### src/rtl/chip_link_receiver_pkg.sv
// chip_link_pkg: shared definitions for the chip-side serial link receiver.
//   key_state_t  - write-key qualification FSM states
//   SYNC_STAGES  - depth of every input synchronizer
//   cnt_width()  - width of a counter that must hold the values 0..n
package chip_link_pkg;

  localparam int SYNC_STAGES = 2;

  typedef enum logic [1:0] {
    K_IDLE,
    K_QUAL,
    K_LATCH,
    K_HELD
  } key_state_t;

  function automatic int cnt_width(input int n);
    return $clog2(n + 1);
  endfunction

endpackage

### src/rtl/chip_link_receiver_if.sv
// chip_link_receiver_if: bundle of the serial link inputs and the receiver
// results.
//   i_clk_col/i_data_col, i_clk_row/i_data_row - serial clocks and data
//   i_write_key                                - latch strobe, active-high
//   o_col_shift/o_row_shift                    - live shift registers
//   o_col_q/o_row_q                            - words held at the last latch
//   o_latch_valid/o_count_err/o_overrun        - latch status
//   key_state/sync_levels                      - debug visibility
// Handshake: there is no back-pressure. o_latch_valid is a one-cycle pulse
// issued in the same cycle o_col_q/o_row_q change; o_count_err is only
// meaningful while o_latch_valid is high and reads 0 otherwise.
interface chip_link_receiver_if #(
  parameter int N_COL = 16,
  parameter int N_ROW = 16
);
  import chip_link_pkg::*;

  logic             i_clk_col;
  logic             i_data_col;
  logic             i_clk_row;
  logic             i_data_row;
  logic             i_write_key;
  logic [N_COL-1:0] o_col_shift;
  logic [N_ROW-1:0] o_row_shift;
  logic [N_COL-1:0] o_col_q;
  logic [N_ROW-1:0] o_row_q;
  logic             o_latch_valid;
  logic             o_count_err;
  logic             o_overrun;
  key_state_t       key_state;
  logic [2:0]       sync_levels;  // {key, row clk, col clk} synchronized

  modport master (
    output i_clk_col, i_data_col, i_clk_row, i_data_row, i_write_key,
    input  o_col_shift, o_row_shift, o_col_q, o_row_q,
    input  o_latch_valid, o_count_err, o_overrun, key_state, sync_levels
  );

  modport slave (
    input  i_clk_col, i_data_col, i_clk_row, i_data_row, i_write_key,
    output o_col_shift, o_row_shift, o_col_q, o_row_q,
    output o_latch_valid, o_count_err, o_overrun, key_state, sync_levels
  );

endinterface

### src/rtl/chip_link_receiver_edge_sync.sv
// edge_sync: SYNC_STAGES-deep synchronizer for one asynchronous line.
//   clk, rst - system clock, asynchronous active-low reset
//   din      - asynchronous input
//   level    - synchronized level
//   rise     - registered one-cycle pulse on a synchronized rising edge
// rise is formed from the last two sync stages, so it goes high in the same
// cycle level first reads 1.
module edge_sync
  import chip_link_pkg::*;
(
  input  logic clk,
  input  logic rst,
  input  logic din,
  output logic level,
  output logic rise
);

  logic [SYNC_STAGES-1:0] sync;

  always_ff @(posedge clk or negedge rst) begin
    if (!rst) begin
      sync <= '0;
      rise <= 1'b0;
    end else begin
      sync <= {sync[SYNC_STAGES-2:0], din};
      rise <= sync[SYNC_STAGES-2] & ~sync[SYNC_STAGES-1];
    end
  end

  assign level = sync[SYNC_STAGES-1];

endmodule

### src/rtl/chip_link_receiver.sv
// chip_link_receiver: oversamples the serial configuration link, shifts the
// column/row data into shift registers and, on a qualified write-key pulse,
// latches both words and reports whether each frame had the expected length.
//   clk  - system clock
//   rst  - asynchronous active-low reset
//   link - chip_link_receiver_if.slave (serial inputs, results, debug)
module chip_link_receiver
  import chip_link_pkg::*;
#(
  parameter int N_COL   = 16,
  parameter int N_ROW   = 16,
  parameter int KEY_MIN = 2
) (
  input  logic                 clk,
  input  logic                 rst,
  chip_link_receiver_if.slave  link
);

  localparam int CCW = cnt_width(N_COL);
  localparam int RCW = cnt_width(N_ROW);
  localparam int QW  = cnt_width(KEY_MIN);

  logic col_level, col_rise;
  logic row_level, row_rise;
  logic key_level, key_rise;

  edge_sync u_col_sync (.clk(clk), .rst(rst), .din(link.i_clk_col),
                        .level(col_level), .rise(col_rise));
  edge_sync u_row_sync (.clk(clk), .rst(rst), .din(link.i_clk_row),
                        .level(row_level), .rise(row_rise));
  edge_sync u_key_sync (.clk(clk), .rst(rst), .din(link.i_write_key),
                        .level(key_level), .rise(key_rise));

  // Data lines use the same depth as their clocks; the clock's registered
  // rise pulse lines up with the data sampled at the serial-clock edge.
  logic [SYNC_STAGES-1:0] dcol_sync, drow_sync;
  logic                   data_col, data_row;

  assign data_col = dcol_sync[SYNC_STAGES-1];
  assign data_row = drow_sync[SYNC_STAGES-1];

  logic [N_COL-1:0] col_shift, col_shift_next, col_q;
  logic [N_ROW-1:0] row_shift, row_shift_next, row_q;
  logic [CCW-1:0]   col_cnt, col_cnt_next;
  logic [RCW-1:0]   row_cnt, row_cnt_next;
  logic             col_ovr, row_ovr;
  logic             overrun, latch_valid, count_err;

  key_state_t state, state_next;
  logic [QW-1:0] qcnt, qcnt_next;
  logic          do_latch;

  // Shift datapath: counters saturate at N, a further edge flags overrun
  // but the bit is still shifted in.
  always_comb begin
    col_shift_next = col_shift;
    col_cnt_next   = col_cnt;
    col_ovr        = 1'b0;
    row_shift_next = row_shift;
    row_cnt_next   = row_cnt;
    row_ovr        = 1'b0;
    if (col_rise) begin
      col_shift_next = {col_shift[N_COL-2:0], data_col};
      if (col_cnt == CCW'(N_COL)) col_ovr = 1'b1;
      else                        col_cnt_next = col_cnt + 1'b1;
    end
    if (row_rise) begin
      row_shift_next = {row_shift[N_ROW-2:0], data_row};
      if (row_cnt == RCW'(N_ROW)) row_ovr = 1'b1;
      else                        row_cnt_next = row_cnt + 1'b1;
    end
  end

  // Key FSM. The IDLE cycle that sees the rise already has the key high,
  // so in QUAL the key has been high for qcnt + 2 synchronized cycles.
  always_comb begin
    state_next = state;
    qcnt_next  = qcnt;
    do_latch   = 1'b0;
    unique case (state)
      K_IDLE: begin
        if (key_rise) begin
          state_next = K_QUAL;
          qcnt_next  = '0;
        end
      end
      K_QUAL: begin
        if (!key_level)                    state_next = K_IDLE;
        else if (int'(qcnt) + 2 >= KEY_MIN) state_next = K_LATCH;
        else                               qcnt_next  = qcnt + 1'b1;
      end
      K_LATCH: begin
        do_latch   = 1'b1;
        state_next = K_HELD;
      end
      K_HELD: begin
        if (!key_level) state_next = K_IDLE;
      end
      default: state_next = K_IDLE;
    endcase
  end

  always_ff @(posedge clk or negedge rst) begin
    if (!rst) begin
      state       <= K_IDLE;
      qcnt        <= '0;
      dcol_sync   <= '0;
      drow_sync   <= '0;
      col_shift   <= '0;
      row_shift   <= '0;
      col_cnt     <= '0;
      row_cnt     <= '0;
      col_q       <= '0;
      row_q       <= '0;
      overrun     <= 1'b0;
      latch_valid <= 1'b0;
      count_err   <= 1'b0;
    end else begin
      state       <= state_next;
      qcnt        <= qcnt_next;
      dcol_sync   <= {dcol_sync[SYNC_STAGES-2:0], link.i_data_col};
      drow_sync   <= {drow_sync[SYNC_STAGES-2:0], link.i_data_row};
      col_shift   <= col_shift_next;
      row_shift   <= row_shift_next;
      latch_valid <= do_latch;
      count_err   <= do_latch & ((col_cnt_next != CCW'(N_COL)) |
                                 (row_cnt_next != RCW'(N_ROW)));
      if (do_latch) begin
        // Next-state values so a bit arriving in the latch cycle is kept.
        col_q   <= col_shift_next;
        row_q   <= row_shift_next;
        col_cnt <= '0;
        row_cnt <= '0;
        overrun <= 1'b0;
      end else begin
        col_cnt <= col_cnt_next;
        row_cnt <= row_cnt_next;
        overrun <= overrun | col_ovr | row_ovr;
      end
    end
  end

  assign link.o_col_shift   = col_shift;
  assign link.o_row_shift   = row_shift;
  assign link.o_col_q       = col_q;
  assign link.o_row_q       = row_q;
  assign link.o_latch_valid = latch_valid;
  assign link.o_count_err   = count_err;
  assign link.o_overrun     = overrun;
  assign link.key_state     = state;
  assign link.sync_levels   = {key_level, row_level, col_level};

endmodule

### src/flat_wrapper.sv
// flat-port wrapper written by rule: the top's interface ports become plain ports
module chip_link_receiver_flat import chip_link_pkg::*;
#(
  parameter int N_COL   = 16,
  parameter int N_ROW   = 16,
  parameter int KEY_MIN = 2
)
  (clk, rst, link_i_clk_col, link_i_data_col, link_i_clk_row, link_i_data_row, link_i_write_key, link_o_col_shift, link_o_row_shift, link_o_col_q, link_o_row_q, link_o_latch_valid, link_o_count_err, link_o_overrun, link_key_state, link_sync_levels);
  chip_link_receiver_if #(.N_COL(N_COL), .N_ROW(N_ROW)) link_i ();
  input  logic clk;
  input  logic rst;
  input wire logic [$bits(link_i.i_clk_col)-1:0] link_i_clk_col;
  input wire logic [$bits(link_i.i_data_col)-1:0] link_i_data_col;
  input wire logic [$bits(link_i.i_clk_row)-1:0] link_i_clk_row;
  input wire logic [$bits(link_i.i_data_row)-1:0] link_i_data_row;
  input wire logic [$bits(link_i.i_write_key)-1:0] link_i_write_key;
  output wire logic [$bits(link_i.o_col_shift)-1:0] link_o_col_shift;
  output wire logic [$bits(link_i.o_row_shift)-1:0] link_o_row_shift;
  output wire logic [$bits(link_i.o_col_q)-1:0] link_o_col_q;
  output wire logic [$bits(link_i.o_row_q)-1:0] link_o_row_q;
  output wire logic [$bits(link_i.o_latch_valid)-1:0] link_o_latch_valid;
  output wire logic [$bits(link_i.o_count_err)-1:0] link_o_count_err;
  output wire logic [$bits(link_i.o_overrun)-1:0] link_o_overrun;
  output wire logic [$bits(link_i.key_state)-1:0] link_key_state;
  output wire logic [$bits(link_i.sync_levels)-1:0] link_sync_levels;
  assign link_i.i_clk_col = link_i_clk_col;
  assign link_i.i_data_col = link_i_data_col;
  assign link_i.i_clk_row = link_i_clk_row;
  assign link_i.i_data_row = link_i_data_row;
  assign link_i.i_write_key = link_i_write_key;
  assign link_o_col_shift = link_i.o_col_shift;
  assign link_o_row_shift = link_i.o_row_shift;
  assign link_o_col_q = link_i.o_col_q;
  assign link_o_row_q = link_i.o_row_q;
  assign link_o_latch_valid = link_i.o_latch_valid;
  assign link_o_count_err = link_i.o_count_err;
  assign link_o_overrun = link_i.o_overrun;
  assign link_key_state = link_i.key_state;
  assign link_sync_levels = link_i.sync_levels;
  chip_link_receiver #(.N_COL(N_COL), .N_ROW(N_ROW), .KEY_MIN(KEY_MIN)) u_core (.clk(clk), .rst(rst), .link(link_i));
endmodule
### config.mk
export PLATFORM = sky130hd
export DESIGN_NAME = chip_link_receiver_flat
export DESIGN_NICKNAME = d
export VERILOG_FILES = /design/src/rtl/chip_link_receiver_pkg.sv /design/src/rtl/chip_link_receiver_if.sv /design/src/rtl/chip_link_receiver_edge_sync.sv /design/src/rtl/chip_link_receiver.sv /design/src/flat_wrapper.sv
export SDC_FILE = /design/constraint.sdc
export NUM_CORES = 1
export LEC_CHECK = 0
export CAP_MARGIN = 15
export CORE_MARGIN = 2
export CORE_UTILIZATION = 53
export CTS_CLUSTER_SIZE = 10
export DETAILED_ROUTE_END_ITERATION = 8
export GPL_ROUTABILITY_DRIVEN = 1
export PLACE_DENSITY = 0.84
export SYNTH_ARGS = -nofsm -noshare
export SYNTH_HDL_FRONTEND = slang
export SYNTH_SLANG_ARGS = --single-unit
export TNS_END_PERCENT = 10
### constraint.sdc
create_clock -name clk -period 2.7 [get_ports clk]
set_clock_uncertainty 0.1 [all_clocks]
set_input_delay 0.54 -clock clk [delete_from_list [all_inputs] [get_ports clk]]
set_output_delay 0.54 -clock clk [all_outputs]
set_load 0.005 [all_outputs]
# Yosys cells after proc, flatten, opt, wreduce, memory -nomap -nowiden
# Index checks and enable logic that the tools add are counted.
[word_totals]
register_bits = 94
latchBits = 0
mem_bits_rw = 0
rom_bits = 0
out_inout_bits = 72
memories = 0
[classes]
addsub = 4
mul = 0
div_mod_pow = 0
order_cmp = 1
eq_ne = 12
n_shift = 0
muxes = 23
bitwise_logic = 10
n_reduce_logical = 4
[ops]
columns = ["op", "n"]
rows = [
  [">= comparator 32 x 3 -> 1 bit (second input constant)", 1],
  ["2-to-1 mux 16 bit", 2],
  ["2-to-1 mux 5 bit", 6],
  ["2-to-1 mux 2 bit", 7],
  ["adder 5 x 1 -> 5 bit (second input constant)", 2],
  ["== test 5 bit (second input constant)", 2],
  ["inequality test 5 bit (second input constant)", 2],
  ["inequality test 2 bit (second input constant)", 4],
  ["one-hot mux 2 bit (4 select lines)", 1],
  ["2-to-1 mux 1 bit", 6],
  ["bitwise AND 1 bit", 4],
  ["== test 2 bit (second input constant)", 2],
  ["one-hot mux 2 bit (2 select lines)", 1],
  ["AND reduction 4 bit", 1],
  ["adder 2 x 2 -> 3 bit (second input constant)", 1],
  ["inequality test 3 x 2 -> 1 bit (second input constant)", 1],
  ["inverter 1 bit", 3],
  ["bitwise OR 1 bit", 3],
  ["AND reduction 3 bit", 1],
  ["adder 2 x 1 -> 2 bit (second input constant)", 1],
  ["== test 2 x 1 -> 1 bit (second input constant)", 1],
  ["zero test 2 bit", 1],
  ["nonzero test 2 bit", 1],
]

# Logic depth before layout (Yosys ltp)
# Gate-level depths: netlist of the first run.
[logic_depth]
word_depth = 6
mapped_depth = 6

# Cells and area by module
# From an unflattened synthesis of the first run, not the netlist that was laid out.
[hier_totals]
cells_unflattened = 296
area_unflattened_um2 = 3537.1
[by_module_without_submodules]
columns = ["module", "instances", "cells_each", "area_per_inst_um2", "seq_area_each_um2"]
rows = [
  ["chip_link_receiver", 1, 284, 3270.6, 2077.0],
  ["edge_sync", 3, 4, 88.8, 75.1],
]

# Worst setup path after synthesis of the first run
# OpenSTA, ideal clock, no wires.
[synth_timing]
kind = "register to register"
startpoint = "reg u_core.col_cnt[0]"
endpoint = "reg u_core.count_err, in the netlist u_core.link.o_count_err"
t_arrival_ns = 1.369
required_ns = 2.456
slack_ns = 1.087
stages_incl_launch_ff = 7
period_less_slack_ns = 1.613
cell_sequence = "dfrtp_1 inv_1 ha_1 mux2i_1 nand2_1 a2111oi_0 a41oi_1"
[synth_between]
elab_chain_cells = 6
elab_cells_between_ends = 7
[synth_lines]
columns = ["element", "line", "text"]
rows = [
  ["from (decl)", "chip_link_receiver.sv:44", "logic [CCW-1:0] col_cnt, col_cnt_next;"],
  ["from (signal assigned)", "chip_link_receiver.sv:136", "col_cnt <= col_cnt_next;"],
  ["adder 5 x 1 -> 5 bit / == test 5 bit (equally long branches)", "chip_link_receiver.sv:65, chip_link_receiver.sv:64", ""],
  ["2-to-1 mux 5 bit", "chip_link_receiver.sv:64", "if (col_cnt == CCW'(N_COL)) col_ovr = 1'b1;"],
  ["2-to-1 mux 5 bit (*)", "chip_link_receiver.sv:62", "if (col_rise) begin"],
  ["inequality test 5 bit (*)", "chip_link_receiver.sv:126", "count_err <= do_latch & ((col_cnt_next != CCW'(N_COL)) |"],
  ["bitwise OR 1 bit (*)", "chip_link_receiver.sv:126", ""],
  ["bitwise AND 1 bit (*)", "chip_link_receiver.sv:126", ""],
  ["to (signal assigned)", "chip_link_receiver.sv:126", ""],
  ["to (decl)", "chip_link_receiver.sv:47", "logic overrun, latch_valid, count_err;"],
]
# Mark *: on every way between the ends. The rest lies on a longest branch, timed or not.
# A chain may end at the register's enable or synchronous reset.

# Worst setup path in the final report of the first run
[layout_timing]
startpoint = "reg u_core.row_shift[13], in the netlist u_core.link.o_row_shift[13]"
endpoint = "out link_o_row_shift[13]"
[layout_lines]
columns = ["element", "line", "text"]
rows = [
  ["from (decl)", "chip_link_receiver.sv:43", "logic [N_ROW-1:0] row_shift, row_shift_next, row_q;"],
  ["from (signal assigned)", "chip_link_receiver.sv:124", "row_shift <= row_shift_next;"],
  ["to (decl)", "flat_wrapper.sv:18", "output wire logic [$bits(link_i.o_row_shift)-1:0] link_o_row_shift;"],
]
# No word-level cell between the ends.

==> summary.md, run 1 <==
The tools report the total half-perimeter wirelength after legalization and detailed placement as 4560 µm. The signal on the critical path passes through clkdlybuf4s50_1. In the final routed layout, each cell accounts on average for 15.2 µm. The fraction of registers with async set/reset is 1.00. The tools report the headroom to the max-slew limit as 0.628.

The tools report the clock power share as 0.177. The path category of the worst min-delay check is in2async. The tool flagged a number of max-cap violations equal to 0. The run gives 0.710 as the final standard cell utilization of the core. Derived from the worst setup path, the maximum achievable clock frequency is 0.523 GHz. Starting density of the core: 0.549. The tools report the source of the critical timing path as u_core.link.o_row_shift[13]$_DFF_PN0_. Counting along the longest clock path gives a buffer depth of 2. The number of antenna violations at the first check in global routing was 0. For the total number of yosys warnings, the log shows 0. Counting I/O delays and the setup requirement, the final critical path takes 1910 ps. For the sequential cell fraction of total power, the log shows 0.448.

The critical path endpoint was link_o_row_shift[13]. The number of enable flip-flop cells after synthesis is 0. The flow ran to the end, and the final reports show no timing, DRC or antenna violations. In this run the critical register-to-register path is captured at u_core.link.o_count_err$_DFF_PN0_. The logs give 0.660 for the share of the yosys chip area belonging to registers and 0 for the number of gates resized after CTS.

Critical path depth: 1. For the number of pins exceeding their max-slew limit in the final report, the log shows 0. The clock transition at the registers of the reported paths is 100 ps. After the last flow step, the layout net total stands at 383.

TritonCTS built the clock tree. Number of H-tree branching levels: 3. The fraction of power spent switching nets is 0.323. The startpoint of the worst register-to-register path is u_core.row_cnt[1]$_DFF_PN0_.

The first global-routing pass estimated 11600 µm of wire. The run gives 1560 µW as the net switching power of the design. The number of hold buffers added after cts is 0, and the count of mapped cells out of synthesis is 293. For this run, the slowest stage of the critical path takes 540 ps. Master cell of the clock root buffer: sky130_fd_sc_hd__clkbuf_8. Cell internal power was estimated by the tool at 3280 µW. STA classifies the critical path endpoint as a primary output. The wire length reported by the detailed router is 6890 µm. For this design the ratio of total power to cell area is 1070 nW/µm².

The area growth from synthesis to layout is 29.3%, and the area share of the largest cell type after synthesis is 0.660. Counting instances in the post-synthesis netlist gives the leading cell types as sky130_fd_sc_hd__nand2_1, sky130_fd_sc_hd__dfrtp_1, sky130_fd_sc_hd__mux2_2, sky130_fd_sc_hd__nor2_1, sky130_fd_sc_hd__buf_4. In the routed layout, each cell is associated on average with a via count of 5.06. The run gives 0 as the number of buffers inserted to repair setup after CTS. For flop-to-flop paths, the worst setup slack is 830 ps. The row count was 29. Buffers placed on the I/O ports in this run total 78. STA puts the critical path data required time at 2060 ps.

In this run, distinct cell masters in the synthesized netlist total 30. The region available for standard cell placement spans 6350 µm². The biggest area contributor in the post-synthesis netlist is sky130_fd_sc_hd__dfrtp_1. By area the synthesized netlist is led by sky130_fd_sc_hd__dfrtp_1, sky130_fd_sc_hd__nand2_1, sky130_fd_sc_hd__mux2_2.

The share of total power in combinational logic is 0.375, and the insertion delay of the later-clocked pin in the worst-skew pair is 350 ps. The worst-case IR drop observed on VDD is 0.000729 V. The kind of cell adding the most delay to the critical path was buffers and inverters. The repair_antennas step left the layout with diodes totalling 0. The average instance area after synthesis was 11.9 µm². The number of cells on the worst reg-to-reg path is 6.

Number of endpoints with negative hold slack in the final report: 0. The buffer and inverter count on the worst path was 1. In the synthesized netlist the dominant register cell turns out to be sky130_fd_sc_hd__dfrtp_1.

The slew of the pin with the lowest slew margin was 559 ps; the die extent in y was 85.1 µm. The width of the chip is 85.1 µm, and the total of endpoints with negative setup slack in the final report is 0. Among all stages on the critical path, the largest delay is contributed by sky130_fd_sc_hd__clkdlybuf4s50_1. At the worst endpoint, the arrival time is 1270 ps. In this run the static leakage power is 0.00216 µW.

The clock net in this run drives a total of 92 sinks. In this run the worst path has a maximum fanout of 3. The floorplan step defined a die boundary enclosing 7240 µm². The synthesized net count was 304. For the setup TNS after final layout, the log shows 0 ps.

In this run, CTS created clock tree buffers numbering 9. Via count of the first global-routing pass: 2304. Summing every instance area after synthesis gives 3490 µm².

The type of the setup path with the least slack was reg2out. The largest net degree at the start of global routing was 50; the via total after detailed routing was 2298. The total routing resource utilization after global routing was 0.206; the remaining global-route overflow was 0. The number of storage elements in the synthesis netlist was 92. During I/O placement, the number of pins put on the boundary was 79. The share of the clock period used by the worst path came out at 0.709.

The detailed router's first-iteration violation count is 114. Post-detailed-route count of antenna-violating nets: 0. The first detailed-routing pass ran for 4 iterations. The layout cell share with drive strength beyond 1 is 0.143. The worst setup path is launched from a register. Setup repair after global routing left no endpoint under its margin.

Yosys instantiated no cell more often than sky130_fd_sc_hd__nand2_1. Routability-driven placement finished with a final weighted congestion of 0.765. The tools report the total DRC errors in the routed layout as 0.
metrics by stage:
stage | hold WS, ps | total power, µW | area, µm² | worst slack (ps) | instances
after floorplan | 144 | 2890 | 3490 | 1090 | 293
after global placement | 233 | 3950 | 4320 | 971 | 438
after detailed placement | 241 | 4020 | 4320 | 927 | 438
after CTS | 80.0 | 4900 | 4510 | 767 | 454
after global routing | 101 | 5180 | 4510 | 650 | 454
final | 62.0 | 4840 | 4510 | 786 | 454
worst reg2reg max path, stage by stage, from the launching register on:
cell and delay, ps:
sky130_fd_sc_hd__dfrtp_1 420, sky130_fd_sc_hd__inv_1 80, sky130_fd_sc_hd__ha_1 280, sky130_fd_sc_hd__mux2i_1 230, sky130_fd_sc_hd__nand2_1 80, sky130_fd_sc_hd__a2111oi_0 370
sky130_fd_sc_hd__a41oi_1 160
power by group through the flow:
| stage | clock, µW | combinational [µW] | sequential (µW) |
|---|---|---|---|
| final | 857 | 1820 | 2170 |
| after global routing | 949 | 1990 | 2240 |
| after CTS | 879 | 1850 | 2170 |
| after detailed placement | 0 | 1820 | 2200 |
| after global placement | 0 | 1770 | 2170 |
| after floorplan | 0 | 714 | 2180 |
metal layers:
metal	vias to the layer above	GRT usage	wire [µm]
met5	-	0	0
met2	55	0.329	3440
li1	1105	-	-
met3	8	0.0632	395
met1	1130	0.269	2950
met4	0	0.0736	97
cell usage in the layout, fill, tap and decap left out, types with 3 or more instances in the layout:
cell type / n
sky130_fd_sc_hd__buf_4: 5
sky130_fd_sc_hd__mux2_2: 32
sky130_fd_sc_hd__clkbuf_8: 10
sky130_fd_sc_hd__clkdlybuf4s50_1: 77
sky130_fd_sc_hd__nor2_1: 11
sky130_fd_sc_hd__and2_1: 3
sky130_fd_sc_hd__nand4_1: 3
sky130_fd_sc_hd__nor2b_1: 3
sky130_fd_sc_hd__nand2_1: 101
sky130_fd_sc_hd__o21ai_0: 3
sky130_fd_sc_hd__xnor2_1: 4
sky130_fd_sc_hd__inv_1: 5
sky130_fd_sc_hd__ha_1: 4
sky130_fd_sc_hd__dfrtp_1: 92
worst min path at each step:
stage                             startpoint                                    to  slack (ps)  depth (start not counted)
2_1_floorplan                            rst            asynchronous set/reset pin         140                          0
3_3_place_gp   u_core.drow_sync[0]$_DFF_PN0_         u_core.drow_sync[1]$_DFF_PN0_         230                          0
3_5_place_dp   u_core.drow_sync[0]$_DFF_PN0_         u_core.drow_sync[1]$_DFF_PN0_         240                          0
4_1_cts                                  rst  u_core.link.o_col_shift[2]$_DFF_PN0_          80                          1
5_1_grt                                  rst  u_core.link.o_col_shift[2]$_DFF_PN0_         100                          1
6_report                                 rst  u_core.link.o_col_shift[7]$_DFF_PN0_          60                          1
flip-flops by register name, indices dropped and copies added (netlist names), 5 cells and up, named ones only:
| register | flops |
|---|---|
| u_core.link.o_col_q | 16 |
| u_core.link.o_col_shift | 16 |
| u_core.link.o_row_q | 16 |
| u_core.link.o_row_shift | 16 |
| u_core.col_cnt | 5 |
| u_core.row_cnt | 5 |
cell type report:
type / instances / area [µm²]
inverter: 5 / 18.8
timing repair buffer: 83 / 828
clock buffer: 11 / 141
tap: 77 / 96.3
sequential: 92 / 2300
multi-input combinational: 181 / 1080
fill: 449 / 1840
clock inverter: 5 / 43.8
logic make-up after synthesis:
kind of cell    share of synthesized area
buf+inv                            0.0305
mux                                 0.109
fa+ha+maj                          0.0144
simple gates                        0.153
xor+xnor                           0.0151
flops                               0.660
compound gates                     0.0176
Power figures use the tool's default switching activity.
==> run 2: changes to the inputs <==
--- a/config.mk
+++ b/config.mk
@@ -7,11 +7,11 @@
 export LEC_CHECK = 0
 export CAP_MARGIN = 15
 export CORE_MARGIN = 2
-export CORE_UTILIZATION = 53
+export CORE_UTILIZATION = 45
 export CTS_CLUSTER_SIZE = 10
 export DETAILED_ROUTE_END_ITERATION = 8
 export GPL_ROUTABILITY_DRIVEN = 1
-export PLACE_DENSITY = 0.84
+export PLACE_DENSITY = 0.76
 export SYNTH_ARGS = -nofsm -noshare
 export SYNTH_HDL_FRONTEND = slang
 export SYNTH_SLANG_ARGS = --single-unit
==> constraint.sdc (replaced) <==
create_clock -name clk -period 1.6 [get_ports clk]
set_clock_uncertainty 0.1 [all_clocks]
set_input_delay 0.32 -clock clk [delete_from_list [all_inputs] [get_ports clk]]
set_output_delay 0.32 -clock clk [all_outputs]
set_load 0.005 [all_outputs]
==> run 2 against run 1 <==
The run now ends with setup timing left. Wire length is 4.0% higher. Hold slack better by 200 ps. Sequential share of layout area is 1.8 points lower. Power is 64% higher. Register-to-register slack worse by 880 ps.
==> summary.md, run 2 (synthesis results as in run 1) <==
The flow ran to the end, but the final reports show violations. The checks that failed: setup timing. The layout cell share with drive strength beyond 1 was 0.212 (+0.0685); the cell depth of the worst flop-to-flop path was 6 (unchanged). Number of detailed-routing iterations run before antenna repair: 4 (unchanged). For the headroom to the max-slew limit, the log shows 0.745 (+0.118).

The run gives 1 (+1) as the total of endpoints with negative setup slack in the final report. The global routing stage identified its most utilized layer as met2. The clock power share is 0.177 (about the same). The via density per instance was 4.85 (-4.1%); the fraction of power spent switching nets was 0.342 (+0.0193). The run gives 1780 ps (+510 ps) as the arrival time reported for the critical path endpoint. The time the worst path needs with I/O delays and setup was 1650 ps. The fmax is 0.605 GHz, and the net switching power of the design is 2710 µW (+73%). The width of the chip is 92.0 µm (+8.1%).

The total DRC errors in the routed layout was 0 (unchanged); the cell area after layout was 4680 µm² (+3.7%). The largest fanout of any net on the critical path came out at 3 (unchanged). The worst register-to-register path ends at u_core.link.o_count_err$_DFF_PN0_. The slew of the pin with the lowest slew margin was 379 ps (-180 ps); the wire length reported by the detailed router was 7160 µm (+4.0%). The maximum buffer depth of the clock tree came out at 2 (unchanged).

The tools report the final worst hold slack as 259 ps (+197 ps). The number of pins exceeding their max-slew limit in the final report is 0 (unchanged). The top cell types in the final layout, fill and taps aside, are sky130_fd_sc_hd__nand2_1, sky130_fd_sc_hd__dfrtp_1, sky130_fd_sc_hd__dlygate4sd2_1, sky130_fd_sc_hd__mux2_2, sky130_fd_sc_hd__buf_4.

The library cell used most frequently in the layout, excluding fill and tap cells, is sky130_fd_sc_hd__nand2_1. Leakage power of the design: 0.00245 µW (+13%). The data required time of the worst path came out at 1720 ps (-340 ps). The startpoint of the worst register-to-register path is u_core.row_cnt[0]$_DFF_PN0_. The maximum VDD drop is 0.000807 V (+11%).

The tightest min-delay check is of the reg2reg type. The power per unit of standard cell area came out at 1690 nW/µm² (+58%). Area of the multi-input gates: 1170 µm² (+8.4%).

The final layout net count is 399 (+4.2%). The total routing resource utilization after global routing is 0.178 (-0.0279). The die extent in y was 92.0 µm (+8.1%); the largest net degree at the start of global routing was 42 (-16%). The internal power summed over all cells came out at 5210 µW (+59%).

STA classifies the critical path endpoint as a register. The post-route non-filler standard cell count is 494 (+8.8%), and the number of maximum-capacitance violations is 0 (unchanged). The tools report the instance area at placement as 4430 µm² (+2.4%). The tree is rooted in a sky130_fd_sc_hd__clkbuf_8. The run gives 7610 µm² (+20%) as the standard cell core area. The share of the clock period used by the worst path came out at 1.03. Clock transition at the registers of the reported paths: 90 ps (about the same). The logs give 99 (-13%) for the detailed router's first-iteration violation count and -53.7 ps (-840 ps) for the final worst slack. The met3 global-route usage was 0.0435 (-0.0197); the die outline area was 8470 µm² (+17%). The number of antenna violations at the first check in global routing is 0 (unchanged). The insertion delay of the later-clocked pin in the worst-skew pair came out at 350 ps (about the same).

TritonCTS built the clock tree. The tools report the number of buffers added by the clock tree synthesis step as 9 (unchanged). The run gives 2398 (+4.4%) as the via total after detailed routing. The post-detailed-route count of antenna-violating nets is 0 (unchanged), and the routed length per placed instance is 14.5 µm (-4.4%). For the total half-perimeter wirelength after legalization and detailed placement, the log shows 4660 µm (+2.2%). Final estimated routing congestion in global placement: 0.774 (+1.3%).

The count of clock tree sinks was 92 (unchanged); the area growth from synthesis to layout was 34.2%. The logs give 2427 (+5.3%) for the via count of the first global-routing pass and 0.239 (-0.0293) for the global-route met1 utilization. The run gives 0.457 (+0.009) as the sequential cell fraction of total power. The boundary pin count came out at 79 (unchanged).

The global-route wire length before repair came out at 11700 µm (+1.5%). The run gives 0.458 (-0.0907) as the starting density of the core. The storage element area is 2300 µm² (+0.11%). The tools report the number of antenna diodes as 0 (unchanged). For hold timing, the worst endpoint is u_core.dcol_sync[1]$_DFF_PN0_. The worst hold path begins at u_core.dcol_sync[0]$_DFF_PN0_. The worst setup path is of the reg2reg kind. The cell count after placement was 469 (+7.1%).

The row count is 32 (+10%). Setup repair after global routing could not meet its margin everywhere. STA classifies the critical path startpoint as a register.

The run gives 0.269 (-0.0598) as the met2 global-route usage. The number of H-tree branching levels is 3 (unchanged), and the number of cells on the worst hold path is 0. Number of fillers in the final layout: 645 (+44%). The run gives 0 (unchanged) as the number of endpoints with negative hold slack in the final report.

The remaining global-route overflow came out at 0 (unchanged). The reg2reg setup slack came out at -50 ps (-880 ps). Share of total power in combinational logic: 0.366 (-0.009). The count of port buffers added during placement was 78 (unchanged).
==> run 2: what timing repair did <==
| item | 4_1_cts | 5_1_grt |
|---|---|---|
| buffers inserted | 6 | 3 |
| gates resized for setup | 73 | 18 |
| hold buffers | 1 | 0 |
| cloned | 0 | 0 |
| hold endpoints to repair | 25 | 0 |
| endpoints found under the setup margin | 73 | 7 |
| pin swaps | 0 | 5 |
==> run 2: per-stage QoR <==
stage,utilization,setup TNS (ps),worst slack (ps),total power [µW]
CTS,0.600,-70.1,-70.1,7870
finish,0.615,-53.7,-53.7,7920
floorplan,-,0,5.14,4880
global placement,0.582,-68.0,-68.0,6790
detailed placement,0.582,-131,-131,6890
global route,0.615,-171,-142,8520
==> run 2: routing by layer <==
metal | share of wire | up-vias
met5 | 0 | -
met4 | 0.031 | 0
met3 | 0.041 | 16
met2 | 0.48 | 59
met1 | 0.45 | 1181
li1 | - | 1142
==> run 2: area by class of cell <==
type,count,area share
clock buffer,9,0.0265
clock inverter,6,0.0104
inverter,5,0.00401
multi-input combinational,181,0.250
sequential,92,0.493
tap,102,0.0273
timing repair buffer,99,0.189
==> run 2: power by group through the flow <==
stage	clock network [µW]	registers [µW]	logic, µW
after floorplan	0	3680	1210
after global placement	0	3670	3120
after detailed placement	0	3700	3200
after CTS	1440	3620	2820
after global routing	1550	3740	3240
final	1400	3620	2900
==> run 2: how the worst max path moves through the flow <==
stage	startpoint	endpoint	slack [ps]	cells after the start
floorplan	u_core.col_cnt[0]$_DFF_PN0_	u_core.link.o_count_err$_DFF_PN0_	5	6
global placement	u_core.col_cnt[0]$_DFF_PN0_	u_core.link.o_count_err$_DFF_PN0_	-70	6
detailed placement	u_core.col_cnt[0]$_DFF_PN0_	u_core.link.o_count_err$_DFF_PN0_	-130	6
CTS	u_core.row_cnt[0]$_DFF_PN0_	u_core.link.o_count_err$_DFF_PN0_	-70	6
global route	u_core.row_cnt[0]$_DFF_PN0_	u_core.link.o_count_err$_DFF_PN0_	-140	6
finish	u_core.row_cnt[0]$_DFF_PN0_	u_core.link.o_count_err$_DFF_PN0_	-50	6
==> run 2: critical path, stage by stage (launching register included) <==
cell                        delay (ps)
sky130_fd_sc_hd__dfrtp_1           420
sky130_fd_sc_hd__inv_2             100
sky130_fd_sc_hd__ha_4              130
sky130_fd_sc_hd__nand3b_1          110
sky130_fd_sc_hd__nor3b_4           190
sky130_fd_sc_hd__a2111oi_4         340
sky130_fd_sc_hd__a41oi_2           150
==> run 3: changes to the inputs <==
--- a/config.mk
+++ b/config.mk
@@ -11,7 +11,7 @@
 export CTS_CLUSTER_SIZE = 10
 export DETAILED_ROUTE_END_ITERATION = 8
 export GPL_ROUTABILITY_DRIVEN = 1
-export PLACE_DENSITY = 0.76
+export PLACE_DENSITY = 0.79
 export SYNTH_ARGS = -nofsm -noshare
 export SYNTH_HDL_FRONTEND = slang
 export SYNTH_SLANG_ARGS = --single-unit
==> run 3 against run 2 <==
The flow still finishes with violations (setup timing). Global-route usage grew 0.87 points. Hold slack is essentially flat. Design area grew 5.0%. Non-clock buffer count grew 22. Register-to-register slack lost 90 ps. Clock power grew 19%. Wire length grew 5.6%. Utilization grew 3.1 points. First-iteration DRC count shrank 1.0%. Critical path depth is the same. Highest routed layer unchanged.
==> summary.md, run 3 (synthesis results as in run 1) <==
The wire length reported by the detailed router is 7560 µm (+5.6%), and the storage element area is 2300 µm² (about the same). The run gives 32 (unchanged) as the row count. For the number of maximum-capacitance violations, the log shows 0 (unchanged).

The most critical setup path has its endpoint at u_core.link.o_count_err$_DFF_PN0_. The tools report the final worst slack as -145 ps (-91.6 ps). For the worst slack after detailed placement, the log shows -123 ps (+7.98 ps). The die extent in y is 92.0 µm (unchanged).

For the final standard cell utilization of the core, the log shows 0.646 (+0.0309). The tools report the startpoint type of the worst setup path as a register. The logs give 642 (-0.47%) for the number of fillers in the final layout and 0 (unchanged) for the number of pins exceeding their max-slew limit in the final report. Kind of cell adding the most delay to the critical path: compound AO/OA/AOI/OAI gates. Final layout net count: 421 (+5.5%).

The source of the critical timing path was u_core.row_cnt[1]$_DFF_PN0_. The time the worst path needs with I/O delays and setup works out to 1750 ps (+91.6 ps). The largest fanout of any net on the critical path was 2 (-1).

Leaving out fill and tap cells, the most frequent cells in the layout are sky130_fd_sc_hd__nand2_1, sky130_fd_sc_hd__dfrtp_1, sky130_fd_sc_hd__dlygate4sd2_1, sky130_fd_sc_hd__buf_4, sky130_fd_sc_hd__mux2_2. The final reports fail on setup timing. The headroom to the max-slew limit was 0.760 (+0.0148).

The area of the multi-input gates is 1190 µm² (+2.1%). Number of antenna diodes: 0 (unchanged). Power per unit of standard cell area: 1720 nW/µm² (+1.8%). The via total after detailed routing is 2490 (+3.8%).

Starting density of the core: 0.458 (unchanged). The total DRC errors in the routed layout was 0 (unchanged); the fmax was 0.573 GHz (-5.2%). By startpoint and endpoint, the worst setup path is classified as reg2reg.

Setup repair after global routing could not meet its margin everywhere. The biggest cell delay along the critical path is 360 ps (-60 ps). Leakage power of the design: 0.00258 µW (+5.3%). For the boundary pin count, the log shows 79 (unchanged).

TritonCTS built the clock tree. The setup TNS after final layout is -145 ps (-91.6 ps), and the die outline area is 8470 µm² (unchanged). The number of antenna violations at the first check in global routing was 0 (unchanged); the via density per instance was 4.82 (-0.78%).

The maximum buffer depth of the clock tree is 2 (unchanged). Leaving out fill and tap cells, the most frequent cell in the layout is sky130_fd_sc_hd__nand2_1. The logs give 4 (unchanged) for the number of detailed-routing iterations run before antenna repair and 98 (-1.0%) for the detailed router's first-iteration violation count.

For the count of clock tree sinks, the log shows 92 (unchanged). The layout cell share with drive strength beyond 1 came out at 0.258 (+0.0461). The cell depth of the worst flop-to-flop path was 6 (unchanged). The count of port buffers added during placement was 78 (unchanged); the area growth from synthesis to layout was 40.9%.

The slowest stage of the critical path is the sky130_fd_sc_hd__dfrtp_1 cell. The buffer and inverter count on the worst path works out to 1 (unchanged). The cell sitting at the root of the clock tree is a sky130_fd_sc_hd__clkbuf_8.

Element type at the critical path end: a register. The clock transition at the registers of the reported paths is 90 ps (about the same), and the reg2reg setup slack is -150 ps (-90 ps). For the total half-perimeter wirelength after legalization and detailed placement, the log shows 4840 µm (+3.9%). The logs give 12300 µm (+4.8%) for the global-route wire length before repair and 350 ps (about the same) for the insertion delay of the later-clocked pin in the worst-skew pair. In this run the critical register-to-register path is captured at u_core.link.o_count_err$_DFF_PN0_.

The critical path goes through buf_4 -> ha_4 -> nand4_1 -> xor2_2 -> a2111oi_4 -> a41oi_2. The tools report the total routing resource utilization after global routing as 0.187 (+0.00870). The final estimated routing congestion in global placement is 0.802 (+3.5%), and the width of the chip is 92.0 µm (unchanged). The critical path depth was 6 (unchanged); the maximum VDD drop was 0.000833 V (+3.2%). The largest net degree at the start of global routing is 29 (-31%), and the number of H-tree branching levels is 3 (unchanged). The number of endpoints with negative hold slack in the final report is 0 (unchanged), and the standard cell core area is 7610 µm² (unchanged). The share of the clock period used by the worst path is 1.09 (+0.0572). The tools report the final worst hold slack as 259 ps (+0.309 ps). The flow ran to the end, but the final reports show violations. For the number of buffers added by the clock tree synthesis step, the log shows 9 (unchanged).

The via count of the first global-routing pass is 2624 (+8.1%). Routed length per placed instance: 14.6 µm (+0.94%). The remaining global-route overflow is 0 (unchanged), and the total chip power is 8470 µW (+7.0%). Slew of the pin with the lowest slew margin: 360 ps (-19.5 ps).

The run gives 0 (unchanged) as the post-detailed-route count of antenna-violating nets. In this run the critical register-to-register path is launched from u_core.row_cnt[1]$_DFF_PN0_. The run gives 1 (unchanged) as the total of endpoints with negative setup slack in the final report. The data required time of the worst path is 1710 ps (about the same), and the arrival time reported for the critical path endpoint is 1860 ps (+80 ps). The worst hold path belongs to the class reg2reg.
[run 3: report_power, final]
group          leakage, µW  switching [µW]  total, µW  internal, µW
clock network     0.000102             787       1670           880
registers          0.00116             494       3620          3120
logic              0.00131            1480       3190          1710
[run 3: metrics by stage]
step | std cells | instance area, µm²
finish | 517 | 4910
global route | 517 | 4910
CTS | 513 | 4760
detailed placement | 477 | 4470
global placement | 477 | 4470
floorplan | 293 | 3490
[run 3: timing repair]
item / 4_1_cts / 5_1_grt
resized for setup: 74 / 24
buffers inserted: 19 / 6
endpoints found under the setup margin: 73 / 4
endpoints found under the hold margin: 22 / 0
hold buffers: 1 / 0
pin swaps: 1 / 9
[run 3: worst min path at each step]
| stage | slack, ps | cells after the start | from | endpoint |
|---|---|---|---|---|
| finish | 260 | 0 | u_core.drow_sync[0]$_DFF_PN0_ | u_core.drow_sync[1]$_DFF_PN0_ |
| global route | 280 | 0 | u_core.drow_sync[0]$_DFF_PN0_ | u_core.drow_sync[1]$_DFF_PN0_ |
| CTS | 260 | 0 | u_core.drow_sync[0]$_DFF_PN0_ | u_core.drow_sync[1]$_DFF_PN0_ |
| detailed placement | 150 | 1 | rst | u_core.u_key_sync.rise$_DFF_PN0_ |
| global placement | 160 | 1 | rst | u_core.u_key_sync.sync[0]$_DFF_PN0_ |
| floorplan | -80 | 0 | rst | asynchronous set/reset pin |
[run 3: area by class of cell]
class	count	share of cell area
flip-flops and latches	92	0.469
clock inverters	6	0.0181
inverters	5	0.00382
well taps	102	0.0260
clock buffers	10	0.0260
repair buffers	121	0.214
multi-input cells	181	0.243
[run 3: layer usage]
metal / global-route usage / part of all wire / vias up
li1: - / - / 1182
met1: 0.231 / 0.43 / 1231
met5: 0 / 0 / -
met4: 0.0995 / 0.015 / 0
met2: 0.306 / 0.50 / 65
met3: 0.0427 / 0.049 / 12
